==> config.mk <==
export PLATFORM = sky130hd
export DESIGN_NAME = ins_fetch_flat
export DESIGN_NICKNAME = d
export VERILOG_FILES = /design/src/rtl/ins_fetch_pkg.sv /design/src/rtl/ins_fetch_if.sv /design/src/rtl/ins_fetch_fifo.sv /design/src/rtl/ins_fetch.sv /design/src/flat_wrapper.sv
export SDC_FILE = /design/constraint.sdc
export NUM_CORES = 1
export LEC_CHECK = 0
export CORE_UTILIZATION = 40
export DETAILED_ROUTE_END_ITERATION = 10
export DONT_BUFFER_PORTS = 1
export MAX_ROUTING_LAYER = met4
export PLACE_DENSITY = 0.59
export SLEW_MARGIN = 20
export SYNTH_ARGS = -nofsm -noshare
export SYNTH_HDL_FRONTEND = slang
export SYNTH_SLANG_ARGS = --single-unit
==> constraint.sdc <==
create_clock -name clk -period 5 [get_ports clk]
set_input_delay 1 -clock clk [delete_from_list [all_inputs] [get_ports clk]]
set_output_delay 1 -clock clk [all_outputs]
set_load 0.05 [all_outputs]
==> src/rtl/ins_fetch_pkg.sv <==
// Shared types and constants for the instruction fetch / prefetch unit.
package ins_fetch_pkg;

  localparam int unsigned INS_WIDTH      = 32;
  localparam int unsigned FETCH_DEPTH    = 4;
  localparam logic [31:0] FETCH_RESET_PC = 32'h0000_3000;

  typedef enum logic [1:0] {
    ST_IDLE    = 2'd0,
    ST_REQ     = 2'd1,
    ST_DISCARD = 2'd2
  } fetch_state_e;

  // One prefetch buffer entry: the fetch address travels with its word.
  typedef struct packed {
    logic [31:0]          pc;
    logic [INS_WIDTH-1:0] ins;
  } fetch_entry_t;

  function automatic logic [31:0] word_align(input logic [31:0] a);
    return a & 32'hFFFF_FFFC;
  endfunction

  // Wraps modulo 2^32.
  function automatic logic [31:0] pc_next(input logic [31:0] a);
    return a + 32'd4;
  endfunction

endpackage

==> src/rtl/ins_fetch_if.sv <==
// Bundle of the fetch unit's memory, redirect and decode-side signals.
interface ins_fetch_if;

  logic                                imem_req;
  logic [31:0]                         imem_addr;
  logic                                imem_ack;
  logic [ins_fetch_pkg::INS_WIDTH-1:0] imem_rdata;
  logic                                redirect;
  logic [31:0]                         redirect_pc;
  logic                                ins_valid;
  logic [ins_fetch_pkg::INS_WIDTH-1:0] ins;
  logic [31:0]                         ins_pc;
  logic                                ins_ready;

  // Fetch unit side.
  modport master (
    output imem_req, imem_addr, ins_valid, ins, ins_pc,
    input  imem_ack, imem_rdata, redirect, redirect_pc, ins_ready
  );

  // Environment side: instruction memory, execute and decode.
  modport slave (
    input  imem_req, imem_addr, ins_valid, ins, ins_pc,
    output imem_ack, imem_rdata, redirect, redirect_pc, ins_ready
  );

endinterface

==> src/rtl/ins_fetch_fifo.sv <==
// Prefetch buffer: DEPTH entries of {pc, ins}, with a flush that empties it in one cycle.
module ins_fetch_fifo
  import ins_fetch_pkg::*;
#(
  parameter int unsigned DEPTH = FETCH_DEPTH
) (
  input  logic                     clk,
  input  logic                     rst_n,
  input  logic                     push_i,
  input  fetch_entry_t             push_data_i,
  input  logic                     pop_i,
  input  logic                     flush_i,
  output fetch_entry_t             head_o,
  output logic [$clog2(DEPTH):0]   count_o,
  output logic                     full_o,
  output logic                     empty_o
);

  localparam int unsigned AW = $clog2(DEPTH);
  localparam int unsigned CW = AW + 1;

  fetch_entry_t    mem_q [DEPTH];
  logic [AW-1:0]   wr_ptr_q, rd_ptr_q;
  logic [CW-1:0]   count_q;

  // Storage, pointers and occupancy; flush wins over any push/pop in the same cycle.
  always_ff @(posedge clk or negedge rst_n) begin
    if (!rst_n) begin
      wr_ptr_q <= '0;
      rd_ptr_q <= '0;
      count_q  <= '0;
      for (int i = 0; i < int'(DEPTH); i++) mem_q[i] <= '0;
    end else if (flush_i) begin
      wr_ptr_q <= '0;
      rd_ptr_q <= '0;
      count_q  <= '0;
    end else begin
      if (push_i) begin
        mem_q[wr_ptr_q] <= push_data_i;
        wr_ptr_q        <= wr_ptr_q + AW'(1);
      end
      if (pop_i) rd_ptr_q <= rd_ptr_q + AW'(1);
      case ({push_i, pop_i})
        2'b10:   count_q <= count_q + CW'(1);
        2'b01:   count_q <= count_q - CW'(1);
        default: count_q <= count_q;
      endcase
    end
  end

  assign head_o  = mem_q[rd_ptr_q];
  assign count_o = count_q;
  assign full_o  = (count_q == CW'(DEPTH));
  assign empty_o = (count_q == '0);

endmodule

==> src/rtl/ins_fetch.sv <==
// Instruction fetch / prefetch unit: sequences the PC, reads instruction memory one
// word at a time, buffers words with their PCs and presents the head to decode.
//
//   state      | meaning
//   -----------+---------------------------------------------------------------
//   ST_IDLE    | no request; buffer full, waiting for decode to drain a slot
//   ST_REQ     | request at addr_q outstanding; ack pushes {addr, rdata}
//   ST_DISCARD | stale request still outstanding after a redirect; its ack is
//              | dropped and fetching restarts at the saved redirect PC
module ins_fetch
  import ins_fetch_pkg::*;
#(
  parameter int unsigned DEPTH    = FETCH_DEPTH,
  parameter logic [31:0] RESET_PC = FETCH_RESET_PC
) (
  input logic         clk,
  input logic         rst_n,
  ins_fetch_if.master bus
);

  localparam int unsigned   CW      = $clog2(DEPTH) + 1;
  localparam logic [CW-1:0] DEPTH_C = CW'(DEPTH);

  fetch_state_e  state_q, state_d;
  logic [31:0]   addr_q, addr_d;
  logic [31:0]   saved_pc_q, saved_pc_d;
  logic          push, pop, flush;
  logic          fifo_full, fifo_empty;
  logic [CW-1:0] count, count_after;
  fetch_entry_t  push_entry, head;
  logic [31:0]   redirect_pc_al;

  assign redirect_pc_al = word_align(bus.redirect_pc);
  // A redirect in the same cycle still counts the handshake as consumed; the flush
  // then clears whatever is left.
  assign pop            = ~fifo_empty & bus.ins_ready;
  assign count_after    = count + CW'(1) - CW'(pop);
  assign push_entry     = '{pc: addr_q, ins: bus.imem_rdata};

  ins_fetch_fifo #(.DEPTH(DEPTH)) u_fifo (
    .clk         (clk),
    .rst_n       (rst_n),
    .push_i      (push),
    .push_data_i (push_entry),
    .pop_i       (pop),
    .flush_i     (flush),
    .head_o      (head),
    .count_o     (count),
    .full_o      (fifo_full),
    .empty_o     (fifo_empty)
  );

  // State, fetch address and pending redirect target.
  always_ff @(posedge clk or negedge rst_n) begin
    if (!rst_n) begin
      state_q    <= ST_IDLE;
      addr_q     <= RESET_PC;
      saved_pc_q <= '0;
    end else begin
      state_q    <= state_d;
      addr_q     <= addr_d;
      saved_pc_q <= saved_pc_d;
    end
  end

  // Next-state and buffer control; redirect takes priority over everything else.
  always_comb begin
    state_d    = state_q;
    addr_d     = addr_q;
    saved_pc_d = saved_pc_q;
    push       = 1'b0;
    flush      = 1'b0;
    unique case (state_q)
      ST_IDLE: begin
        if (bus.redirect) begin
          flush   = 1'b1;
          addr_d  = redirect_pc_al;
          state_d = ST_REQ;
        end else if (!fifo_full) begin
          state_d = ST_REQ;
        end
      end
      ST_REQ: begin
        if (bus.redirect) begin
          flush = 1'b1;
          if (bus.imem_ack) begin
            addr_d  = redirect_pc_al;
          end else begin
            saved_pc_d = redirect_pc_al;
            state_d    = ST_DISCARD;
          end
        end else if (bus.imem_ack) begin
          push   = 1'b1;
          addr_d = pc_next(addr_q);
          if (count_after == DEPTH_C) state_d = ST_IDLE;
        end
      end
      ST_DISCARD: begin
        if (bus.redirect) begin
          flush      = 1'b1;
          saved_pc_d = redirect_pc_al;
        end
        if (bus.imem_ack) begin
          addr_d  = bus.redirect ? redirect_pc_al : saved_pc_q;
          state_d = ST_REQ;
        end
      end
      default: state_d = ST_IDLE;
    endcase
  end

  assign bus.imem_req  = (state_q != ST_IDLE);
  assign bus.imem_addr = addr_q;
  assign bus.ins_valid = ~fifo_empty;
  assign bus.ins       = head.ins;
  assign bus.ins_pc    = head.pc;

endmodule

==> src/flat_wrapper.sv <==
// flat-port wrapper written by rule: the top's interface ports become plain ports
module ins_fetch_flat import ins_fetch_pkg::*;
#(
  parameter int unsigned DEPTH    = FETCH_DEPTH,
  parameter logic [31:0] RESET_PC = FETCH_RESET_PC
)
  (clk, rst_n, bus_imem_req, bus_imem_addr, bus_ins_valid, bus_ins, bus_ins_pc, bus_imem_ack, bus_imem_rdata, bus_redirect, bus_redirect_pc, bus_ins_ready);
  ins_fetch_if bus_i ();
  input logic clk;
  input logic rst_n;
  output wire logic [$bits(bus_i.imem_req)-1:0] bus_imem_req;
  output wire logic [$bits(bus_i.imem_addr)-1:0] bus_imem_addr;
  output wire logic [$bits(bus_i.ins_valid)-1:0] bus_ins_valid;
  output wire logic [$bits(bus_i.ins)-1:0] bus_ins;
  output wire logic [$bits(bus_i.ins_pc)-1:0] bus_ins_pc;
  input wire logic [$bits(bus_i.imem_ack)-1:0] bus_imem_ack;
  input wire logic [$bits(bus_i.imem_rdata)-1:0] bus_imem_rdata;
  input wire logic [$bits(bus_i.redirect)-1:0] bus_redirect;
  input wire logic [$bits(bus_i.redirect_pc)-1:0] bus_redirect_pc;
  input wire logic [$bits(bus_i.ins_ready)-1:0] bus_ins_ready;
  assign bus_imem_req = bus_i.imem_req;
  assign bus_imem_addr = bus_i.imem_addr;
  assign bus_ins_valid = bus_i.ins_valid;
  assign bus_ins = bus_i.ins;
  assign bus_ins_pc = bus_i.ins_pc;
  assign bus_i.imem_ack = bus_imem_ack;
  assign bus_i.imem_rdata = bus_imem_rdata;
  assign bus_i.redirect = bus_redirect;
  assign bus_i.redirect_pc = bus_redirect_pc;
  assign bus_i.ins_ready = bus_ins_ready;
  ins_fetch #(.DEPTH(DEPTH), .RESET_PC(RESET_PC)) u_core (.clk(clk), .rst_n(rst_n), .bus(bus_i));
endmodule
==> results.md <==
- The detailed placement HPWL is 21000 µm.
- The number of antenna violations at the first check in global routing was 0.
- The clock net in this run drives a total of ~330 sinks.
- In this run the power density over the cells is between 600 and 700 mW/mm².
- The synthesized flop and latch total is 329.
- The minimum hold slack is 161 ps.
- The total routing usage reported by global routing is 19.0%.
- Post-CTS timing repair inserted 0 buffers for setup.
- The critical path class is register to output port.
- The root buffer cell is sky130_fd_sc_hd__clkbuf_16.
- STA puts the critical path data required time at 4000 ps.
- After synthesis, the cell types taking the most area are sky130_fd_sc_hd__dfrtp_1 (54%), sky130_fd_sc_hd__mux2_2 (19%), sky130_fd_sc_hd__mux4_2 (9.5%).
- The number of antenna diodes is 0.
- The area growth from synthesis to layout is 10.6%.
- Walking the worst path, the cells encountered are buf_4, mux4_2.
- The number of design-rule violations left by the first detailed-router iteration is 422.
- After layout, the worst path uses 72.8% of the clock period.
- The top cell type by area accounts for 54.0% of the synthesized area.
- For the pin with the worst max-slew slack, the measured transition is 1120 ps.
- Setup violations remaining at the end of the flow were counted as 0.
- For this configuration, the core starts out at a cell density of 41.0%.
- For the worst-skew pair, the clock arrives at the later sink with an insertion delay of between 500 and 600 ps.
- The number of buffers on the longest clock path is 3.
- The switching power summed over all nets is 0.00466 W.
- After synthesis, the netlist uses 61 different library cells.
- The standby leakage power is 7.49 nW.
- The final count of pins violating max slew is 0.
- Net switching is 42.3% of the power.
- The worst min-delay path class is primary input to async pin.
- The final count of hold timing violations is 0.
- In this run the remaining antenna-violating nets after routing total 0.
- Once the clock tree was built, the resizer swapped 0 gates to a different size.
- At the end of routability-driven placement, the weighted congestion stood at 0.863.
- The slowest stage of the critical path belongs to the cell sky130_fd_sc_hd__dfrtp_4.
- The share of post-route cells with drive strength above 1 is 36.6%.
- The initialized floorplan defines 70 standard-cell rows.
- The flow ran to the end, and the final reports show no timing, DRC or antenna violations.
- Summed over all layers, the routed wires come to 34600 µm.
- Headroom to the max-slew limit came out at approximately 26%.
- The clock arrives with ~12 ps of skew.
- In this run, the clock network consumes a little under a quarter of the power.
- Grouping stages by cell kind, the critical path spends the most delay in flip-flops.
- The core region is 0.0370 mm².
- The count of hold-fix buffers inserted at cts is 0.
- Summed over all layers, the global routing overflow is 0.
- When the netlist entered floorplanning its net count stood at 1193.
- In the post-synthesis netlist, the cell with the most instances is sky130_fd_sc_hd__dfrtp_1.
- Of all flip-flops after synthesis, the portion carrying an async set or reset was 100%.
- In this run the cell area of the synthesized design comes to 0.0152 mm².
- Max-cap violations in this run came to 0.
- The data arrival at the endpoint of the critical path is 2640 ps.
- The sort of element at the end of the critical path is an output port.
- The main flop type after synthesis is sky130_fd_sc_hd__dfrtp_1.
- The biggest area contributor in the post-synthesis netlist is sky130_fd_sc_hd__dfrtp_1.
- The clock-pin slew of the registers on the worst-case setup and hold paths is 60 ps.
- Derived from the worst setup path, the maximum achievable clock frequency is 275 MHz.
- Averaged over all synthesized cells, the footprint is 13.7 µm².
- The accumulated negative setup slack is 0 ps.
- The number of buffers and inverters on the critical path is 1.
- The via count normalized by instance count is about 5.6.
- Counting flops with a built-in enable in the synthesized netlist gives 0.
- The detailed router placed about 9000 vias in this run.
- The post-layout instance area is 0.0168 mm².
- On the worst path, the slowest cell contributes a delay of about 990 ps.
- The post-layout minimum cycle time is between 3000 and 4000 ps.
- The die extent in x is 197 µm.
- The H-tree generated during clock tree synthesis spans 2 levels.
- Dividing the detail-routed wire length by the instance count gives 21.5 µm.
- After detailed routing, the number of remaining DRC violations is 0.
- The floorplan step defined a die boundary enclosing 0.0387 mm².
- STA classifies the critical path startpoint as a register.
- During synthesis, Yosys emitted a total of 0 warnings.
- In this run the count of I/O pins placed on the die edge is 167.
- The worst-case IR drop observed on VDD is 0.329 mV.
- Entering global routing, the biggest net connects 330 pins.
- For this run, the detailed router's first-pass iteration total came to 5.
- The relative contribution of sequential cells to total power is between 40% and 50%.
- The placed instances occupy a cell area of around 0.016 mm².
- The wire length of the first global-routing pass is approximately 55000 µm.
- The filler cells instantiated in the layout total 3332.
- Setup repair after global routing left no endpoint under its margin.
- Along the worst path, the maximum fanout reaches 39.
- The floorplan die height is 197 µm.
- The cell count after synthesis is roughly 1100.
- The internal portion of total power is between 0.006 and 0.007 W.
- TritonCTS built the clock tree.
- For this run, the register share of the synthesized area comes to 54.3%.
- TritonCTS created 37 clock buffers.
- The share of total power dissipated in combinational logic is 34.6%.
- The count of buffers inserted at the top-level ports is 0.
- At the end of the flow, the number of nets in the layout was 1158.
- The number of global-route vias before repair is 9469.
- After synthesis, the most frequently instantiated cells are sky130_fd_sc_hd__dfrtp_1 (327), sky130_fd_sc_hd__mux2_2 (258), sky130_fd_sc_hd__mux4_2 (64), sky130_fd_sc_hd__nand2_1 (64), sky130_fd_sc_hd__o21ai_0 (62).
-- cell families after synthesis --
group | count (synthesis) | share of synthesized area [%]
XOR/XNOR | 8 | 0.462
multiplexers | 328 | 29.1
adder cells (fa/ha/maj) | 14 | 1.16
AO/OA/AOI/OAI | 159 | 6.94
buffers and inverters | 101 | 2.60
flip-flops | 329 | 54.3
AND/OR/NAND/NOR | 171 | 5.42
-- power by group through the flow --
stage / clock [W] / sequential, W / combinational (W)
CTS: 0.00270 / 0.00461 / 0.00386
global route: 0.00280 / 0.00474 / 0.00408
detailed placement: 0 / 0.00466 / 0.00385
global placement: 0 / 0.00462 / 0.00380
floorplan: 0 / 0.00421 / 0.00351
finish: 0.00261 / 0.00460 / 0.00382
-- layer usage --
| layer | track usage, % | part of all wire (%) | wire length [µm] |
|---|---|---|---|
| met1 | 24.8 | 45 | 15400 |
| met2 | 28.2 | 45 | 15600 |
| met3 | 6.09 | 7.9 | 2750 |
| met4 | 6.26 | 2.3 | 809 |
| met5 | - | 0 | 0 |
-- final cells by class --
cell class / count / area, µm² / share of cell area (%)
Clock buffer: 54 / 1050 / 6.26
Clock inverter: 11 / 109 / 0.649
Multi-Input combinational cell: 680 / 6570 / 39.2
Tap cell: 504 / 631 / 3.76
Timing Repair Buffer: 9 / 92.6 / 0.552
Sequential cell: 329 / 8240 / 49.2
Inverter: 18 / 67.6 / 0.403
-- cell usage in the layout (no fill, tap or decap), types with 3 or more instances in the layout --
cell                        count
sky130_fd_sc_hd__mux2i_1        6
sky130_fd_sc_hd__nand3_1        9
sky130_fd_sc_hd__nand4_1       10
sky130_fd_sc_hd__nand2b_1       3
sky130_fd_sc_hd__a221oi_1       9
sky130_fd_sc_hd__nor3_1        11
sky130_fd_sc_hd__a32oi_1        3
sky130_fd_sc_hd__a211o_1        4
sky130_fd_sc_hd__clkinv_2       6
sky130_fd_sc_hd__o31ai_1        4
sky130_fd_sc_hd__mux2_2       258
sky130_fd_sc_hd__nor2_1        37
sky130_fd_sc_hd__nor4_1         7
sky130_fd_sc_hd__or3_1          6
sky130_fd_sc_hd__a22o_1         5
sky130_fd_sc_hd__and3_1         3
sky130_fd_sc_hd__clkbuf_16     37
sky130_fd_sc_hd__a31oi_1        4
sky130_fd_sc_hd__and2_1         4
sky130_fd_sc_hd__xnor2_1        3
sky130_fd_sc_hd__clkbuf_8       6
sky130_fd_sc_hd__nand2_1       60
sky130_fd_sc_hd__o21ai_0       62
sky130_fd_sc_hd__mux4_2        64
sky130_fd_sc_hd__a211oi_1       4
sky130_fd_sc_hd__xor2_1         5
sky130_fd_sc_hd__dfrtp_1      325
sky130_fd_sc_hd__nor2b_1        7
sky130_fd_sc_hd__buf_4          7
sky130_fd_sc_hd__clkbuf_1      11
sky130_fd_sc_hd__nand2_4        4
sky130_fd_sc_hd__o211ai_1       3
sky130_fd_sc_hd__inv_1         17
sky130_fd_sc_hd__ha_1          14
sky130_fd_sc_hd__a221o_1        7
sky130_fd_sc_hd__o21a_1         4
sky130_fd_sc_hd__a22oi_1        5
sky130_fd_sc_hd__a21oi_1       20
-- path summary, 6_finish.rpt --
path                                                        from                                   end  slack [ps]  depth (start not counted)
setup / recovery           u_core.u_fifo.rd_ptr_q[0]$_DFFE_PN0P_                            bus_ins[0]        1360                          2
hold / removal                                             rst_n  u_core.u_fifo.mem_q[196]$_DFFE_PN0P_         160                          0
setup reg to reg             u_core.bus.imem_addr[7]$_DFFE_PN0P_  u_core.bus.imem_addr[31]$_DFFE_PN0P_        1720                          5
hold reg to reg             u_core.u_fifo.mem_q[226]$_DFFE_PN0P_  u_core.u_fifo.mem_q[226]$_DFFE_PN0P_         480                          2
max in group asynchronous                                  rst_n  u_core.u_fifo.mem_q[155]$_DFFE_PN0P_        4150                          0
min in group clk            u_core.u_fifo.mem_q[226]$_DFFE_PN0P_  u_core.u_fifo.mem_q[226]$_DFFE_PN0P_         480                          2
-- through the flow --
| step | setup WS (ps) | power, W | std cells | util, % |
|---|---|---|---|---|
| final | 1360 | 0.0110 | 1605 | 45.3 |
| after floorplan | 2140 | 0.00772 | 1110 | - |
| after detailed placement | 1750 | 0.00851 | 1540 | 42.2 |
| after global placement | 1780 | 0.00843 | 1540 | 42.2 |
| after global routing | 1160 | 0.0116 | 1605 | 45.3 |
| after CTS | 1230 | 0.0112 | 1605 | 45.3 |
-- state kept, by name, indices dropped and copies added (netlist names) --
signal,count
u_core.u_fifo.mem_q,256
u_core.bus.imem_addr,32
u_core.saved_pc_q,32
u_core.u_fifo.count_o,3
u_core.state_q,2
u_core.u_fifo.rd_ptr_q,2
u_core.u_fifo.wr_ptr_q,2
(Power assumes the default switching activity.)
